## config.mk

```make
export PLATFORM = sky130hd
export DESIGN_NAME = ysyx_22050550_id_ctrl
export DESIGN_NICKNAME = d
export VERILOG_FILES = /design/src/rtl/ysyx_22050550_id_ctrl_pkg.sv /design/src/rtl/ysyx_22050550_hazard_det.sv /design/src/rtl/ysyx_22050550_id_ctrl.sv
export SDC_FILE = /design/constraint.sdc
export NUM_CORES = 1
export LEC_CHECK = 0
export BUFFER_PORTS_ARGS = -buffer_cell sky130_fd_sc_hd__buf_2
export CAP_MARGIN = 10
export CORE_AREA = 2 2 90 178
export CTS_CLUSTER_SIZE = 20
export DETAILED_ROUTE_END_ITERATION = 12
export DIE_AREA = 0 0 92 180
export GPL_ROUTABILITY_DRIVEN = 0
export HOLD_SLACK_MARGIN = 0.15
export PLACE_DENSITY = 0.65
export SKIP_CTS_REPAIR_TIMING = 1
export SYNTH_ARGS = -nofsm -noshare
export SYNTH_HDL_FRONTEND = slang
export SYNTH_SLANG_ARGS = --single-unit
```

## constraint.sdc

```tcl
create_clock -name clk -period 2.59 [get_ports clk]
set_input_delay 0.518 -clock clk [delete_from_list [all_inputs] [get_ports clk]]
set_output_delay 0.518 -clock clk [all_outputs]
set_load 0.02 [all_outputs]
```

## src/rtl/ysyx_22050550_id_ctrl_pkg.sv

```systemverilog
// Shared opcode constants and source-operand helpers for the decode-stage controller.
// Carries the R_type / I_type32 / R_type32 opcodes and the register-address width alongside the base set.
package ysyx_22050550_id_ctrl_pkg;

  localparam int REG_ADDR_W = 5;  // ysyx_22050550_RegAddrBus is [REG_ADDR_W-1:0]

  localparam logic [6:0] OP_JALR     = 7'b1100111;
  localparam logic [6:0] OP_LOAD     = 7'b0000011;
  localparam logic [6:0] OP_I_TYPE   = 7'b0010011;
  localparam logic [6:0] OP_LUI      = 7'b0110111;
  localparam logic [6:0] OP_AUIPC    = 7'b0010111;
  localparam logic [6:0] OP_JAL      = 7'b1101111;
  localparam logic [6:0] OP_B_TYPE   = 7'b1100011;
  localparam logic [6:0] OP_STORE    = 7'b0100011;
  localparam logic [6:0] OP_R_TYPE   = 7'b0110011;
  localparam logic [6:0] OP_I_TYPE32 = 7'b0011011;
  localparam logic [6:0] OP_R_TYPE32 = 7'b0111011;

  typedef struct packed {
    logic use_rs1;
    logic use_rs2;
  } src_use_t;

  function automatic src_use_t src_use(input logic [31:0] instr);
    src_use_t u;
    u = '{use_rs1: 1'b0, use_rs2: 1'b0};
    case (instr[6:0])
      OP_JALR, OP_LOAD, OP_I_TYPE, OP_I_TYPE32: u = '{use_rs1: 1'b1, use_rs2: 1'b0};
      OP_B_TYPE, OP_STORE, OP_R_TYPE, OP_R_TYPE32: u = '{use_rs1: 1'b1, use_rs2: 1'b1};
      default: u = '{use_rs1: 1'b0, use_rs2: 1'b0};
    endcase
    return u;
  endfunction

  function automatic logic [REG_ADDR_W-1:0] rs1_of(input logic [31:0] instr);
    return instr[19:15];
  endfunction

  function automatic logic [REG_ADDR_W-1:0] rs2_of(input logic [31:0] instr);
    return instr[24:20];
  endfunction

endpackage

```

## src/rtl/ysyx_22050550_hazard_det.sv

```systemverilog
// Load-use hazard detector: compares the decode instruction's used sources against the EX load's rd.
// Purely combinational; the parent qualifies the result with slot validity.
module ysyx_22050550_hazard_det
  import ysyx_22050550_id_ctrl_pkg::*;
#(
  parameter int INST_W = 32
) (
  input  logic [INST_W-1:0]     instr,
  input  logic                  ex_valid,
  input  logic                  ex_is_load,
  input  logic [REG_ADDR_W-1:0] ex_rd,
  output logic                  hazard_raw
);

  src_use_t              use_s;
  logic [REG_ADDR_W-1:0] rs1_s;
  logic [REG_ADDR_W-1:0] rs2_s;
  logic                  match_s;

  // source decode and rd comparison; x0 is never a real producer
  always_comb begin
    use_s      = src_use(instr);
    rs1_s      = rs1_of(instr);
    rs2_s      = rs2_of(instr);
    match_s    = (use_s.use_rs1 & (rs1_s == ex_rd)) | (use_s.use_rs2 & (rs2_s == ex_rd));
    hazard_raw = ex_valid & ex_is_load & (ex_rd != {REG_ADDR_W{1'b0}}) & match_s;
  end

endmodule

```

## src/rtl/ysyx_22050550_id_ctrl.sv

```systemverilog
// Decode-stage controller: IF->ID pipeline register with valid/ready handshakes,
// load-use stall, redirect flush and a saturating stall counter.
module ysyx_22050550_id_ctrl
  import ysyx_22050550_id_ctrl_pkg::*;
#(
  parameter int PC_W   = 64,
  parameter int INST_W = 32,
  parameter int CNT_W  = 32
) (
  input  logic                  clk,
  input  logic                  rst,
  input  logic                  if_valid,
  output logic                  if_ready,
  input  logic [PC_W-1:0]       if_pc,
  input  logic [INST_W-1:0]     if_instr,
  output logic                  id_valid,
  input  logic                  id_ready,
  output logic [PC_W-1:0]       id_pc,
  output logic [INST_W-1:0]     id_instr,
  input  logic                  ex_valid,
  input  logic                  ex_is_load,
  input  logic [REG_ADDR_W-1:0] ex_rd,
  input  logic                  flush,
  output logic [CNT_W-1:0]      stall_cnt
);

  logic              slot_v_q, slot_v_d;
  logic [PC_W-1:0]   slot_pc_q, slot_pc_d;
  logic [INST_W-1:0] slot_instr_q, slot_instr_d;
  logic [CNT_W-1:0]  stall_cnt_q, stall_cnt_d;

  logic hazard_raw_s;
  logic hazard_s;
  logic fire_out_s;

  ysyx_22050550_hazard_det #(
    .INST_W(INST_W)
  ) u_hazard_det (
    .instr     (slot_instr_q),
    .ex_valid  (ex_valid),
    .ex_is_load(ex_is_load),
    .ex_rd     (ex_rd),
    .hazard_raw(hazard_raw_s)
  );

  // handshake outputs; if_ready deliberately never depends on if_valid
  always_comb begin
    hazard_s   = slot_v_q & hazard_raw_s;
    id_valid   = slot_v_q & ~hazard_s & ~flush;
    fire_out_s = id_valid & id_ready;
    if_ready   = flush | ~slot_v_q | fire_out_s;
  end

  // slot next state: a flushed beat is accepted but dropped as wrong-path
  always_comb begin
    slot_v_d     = slot_v_q;
    slot_pc_d    = slot_pc_q;
    slot_instr_d = slot_instr_q;
    if (flush) begin
      slot_v_d = 1'b0;
    end else if (if_valid & if_ready) begin
      slot_v_d     = 1'b1;
      slot_pc_d    = if_pc;
      slot_instr_d = if_instr;
    end else if (fire_out_s) begin
      slot_v_d = 1'b0;
    end else begin
      slot_v_d = slot_v_q;
    end
  end

  // stall counter saturates at all-ones; flush overrides a concurrent hazard
  always_comb begin
    stall_cnt_d = stall_cnt_q;
    if (hazard_s & ~flush & (stall_cnt_q != {CNT_W{1'b1}})) begin
      stall_cnt_d = stall_cnt_q + {{(CNT_W-1){1'b0}}, 1'b1};
    end else begin
      stall_cnt_d = stall_cnt_q;
    end
  end

  // state registers with synchronous reset
  always_ff @(posedge clk) begin
    if (rst) begin
      slot_v_q     <= 1'b0;
      slot_pc_q    <= {PC_W{1'b0}};
      slot_instr_q <= {INST_W{1'b0}};
      stall_cnt_q  <= {CNT_W{1'b0}};
    end else begin
      slot_v_q     <= slot_v_d;
      slot_pc_q    <= slot_pc_d;
      slot_instr_q <= slot_instr_d;
      stall_cnt_q  <= stall_cnt_d;
    end
  end

  assign id_pc     = slot_pc_q;
  assign id_instr  = slot_instr_q;
  assign stall_cnt = stall_cnt_q;

endmodule

```

==> reports/metrics.yaml <==
clock_network:
  htreeDepth: 4
  cts_sinks: 129
  clock_path_buffers: 2
  root_buffer: "clkbuf_16"
  clkLatencyLatePin_ps: 420
  cts_made_buffers: 17
  clk_pin_slew_ps: 60
  cts_tree: "built"
detailed_routing:
  routed_wl_um: 16500
  vias: 5369
  drc: 0
  viasPerCell: 4.78
  ant_nets: 0
  drt_iter0_drc: 155
  post_drt_wl_per_cell_um: 14.7
  drt_pre_antenna_iters: 4
power:
  power.leakage_uw: 0.00337
  power_density_mw_per_mm2: 706
  peakVddDrop_mv: 0.413
floorplan:
  die_h_um: 180
  core_mm2: 0.0152
  num_rows: 64
  die_area_mm2: 0.0166
  ios: 238
  initial_core_util: 0.344
  die_width_um: 92
critical_path:
  crit_type: "reg -> out"
  startpoint_type: "flip-flop"
  worstPathMaxFanout: 3
  crit_buf_inv: 1
  slowest_stage: "nor4_4"
  slowest_delay_ps: 350
  cpLargestDelayFamily: "simple AND/OR/NAND/NOR gates"
  cp_data_required_time_ps: 2070
  cp.arrival_ps: 2010
  crit_path_cell_trace: "xnor2_1, nand4_1, nor4_4, or2_4, nor2b_4, o21bai_4, buf_6"
  setup.worst_path.end_class: "output port"
sta:
  min_period_ps: 2530
  relSlewSlack: 0.658
  setup_viol_count_final: 0
  finClkSkew_ps: 9.61
  drv_slew: 0
  fmax_mhz: 395
  finalHoldViolCount: 0
  fin_ws_ps: 57.8
  fin_crit_sh: 0.978
  rsz0062_at_grt: "yes"
  tightest_slew_ps: 512
status:
  status: "complete, no violations"
synth:
  syn-mean-instance-area_um2: 7.82
  yosys_warnings: 0
  ys_ff_latch: 129
  synth_top_area_frac: 0.493
  ys_types: 37
  synth-async-reset-ratio: 0
  synth_top_area_cell: "dfxtp_1"
  synth_edf_count: 0
  synth_nets: 779
  synthFlopType: "dfxtp_1"
  synthCells: 670
  seq_area_frac_synth: 0.493
  netlist_area_mm2: 0.00524
  ys_top_cells_by_area: "dfxtp_1 49%, nand2_1 16%, a21oi_1 9.9%"
grt:
  grt_pass1_wl_um: 25500
  antenna_found_initial: 1
  first_global_vias: 4911
  track_usage: 0.195
  grt_max_degree: 80
  grt_remaining_overflow: 0
placed_design:
  place_ws_ps: -55.6
  io_buffers: 237
  post-dp-hpwl_um: 11900
  place_inst: 1091
worst_hold_path:
  min_path_type: "in -> reg"
layout:
  drive_above_1_share: 0.342
  synthToLayoutAreaGrowth_pct: 42.8
  nNetsFinal: 1021
  stdcell_count: 1124
  final_common_cell: "buf_2"
  finish.utilization: 0.491
  final_cell_mix: "234 x buf_2, 218 x nand2_1, 124 x dfxtp_1, 104 x a21oi_1, 32 x nor2_1"
flow_run:
  max-cap-violations: 0
## final timing paths
check             depth (start not counted)    startpoint  slack, ps            to
hold reg to reg                           2     id_pc[18]        450     id_pc[18]
setup / recovery                          7  id_instr[23]         60      if_ready
setup reg to reg                          8  stall_cnt[4]        230  stall_cnt[1]
hold / removal                            3  if_instr[23]        330  id_instr[23]
## cell type report
class	instances	area, µm²
fill	1538	7740
inverter	7	26.3
antenna	1	2.50
clock buffer	20	467
sequential	129	2590
timing repair buffer	264	1450
multi-input combinational	493	2490
clock inverter	12	204
tap	198	248
## power breakdown
group	internal, µW	total [µW]	leakage (µW)	switching, µW
combinational	179	467	0.00199	288
clock	1790	2710	0.000331	922
sequential	2060	2100	0.00105	40.6
## sequential cells by signal, indices dropped and copies added, names as in the netlist
register / count
slot_v_q: 1
id_pc: 64
stall_cnt: 32
id_instr: 32
## layer usage
metal / wire length (µm) / up-vias / global-route usage / share of wire
li1: - / 2717 / - / -
met1: 6220 / 2452 / 0.204 / 0.38
met2: 9030 / 169 / 0.354 / 0.55
met3: 800 / 31 / 0.0478 / 0.048
met4: 483 / 0 / 0.0985 / 0.029
met5: 0 / - / 0 / 0
## metrics by stage
stage / total power (µW) / hold slack (ps) / setup TNS, ps / instance area (µm²)
global placement: 2590 / 439 / -23.0 / 6720
floorplan: 2400 / 533 / 0 / 5240
finish: 5280 / 331 / 0 / 7480
CTS: 5330 / 313 / -490 / 7390
global route: 5470 / 312 / -141 / 7480
detailed placement: 2600 / 444 / -55.6 / 6720
## worst reg2reg max path, cell delays in order, from the launching register on
cell and delay, ps:
dfxtp_1 420, and4_1 300, nand4_1 140, or4b_1 610
o211ai_2 170, buf_4 230, buf_4 150, mux2i_1 180
nor2_1 50
## cell families (layout without fill, tap and decap cells)
family / after synthesis / count (layout) / share of synthesized area
xor+xnor: 18 / 18 / 0.0301
compound gates: 130 / 130 / 0.134
mux: 3 / 3 / 0.00621
simple gates: 341 / 341 / 0.289
flops: 129 / 129 / 0.493
buf+inv: 48 / 303 / 0.0454
other cells: 0 / 1 / 0
fa+ha+maj: 1 / 1 / 0.00239
## cells in the mapped netlist, types with 2 or more instances
cell type and number:
a21o_1 7, and2_1 5, or3_1 4, nor2_1 32, buf_6 4, buf_4 4
mux2_2 2, nand2b_1 7, dfxtp_1 129, a21oi_1 104, xor2_1 3, nor3_1 11
xnor2_1 15, o21ai_0 12, buf_2 10, nand3_1 12, and4_1 2, o211ai_2 2
and3_1 2, nor4_1 7, nand2_1 218, or4_1 8, clkbuf_1 23, nor2b_1 9
inv_1 7, nand4_1 13, nor3b_1 8
Power figures use the tool's default switching activity.
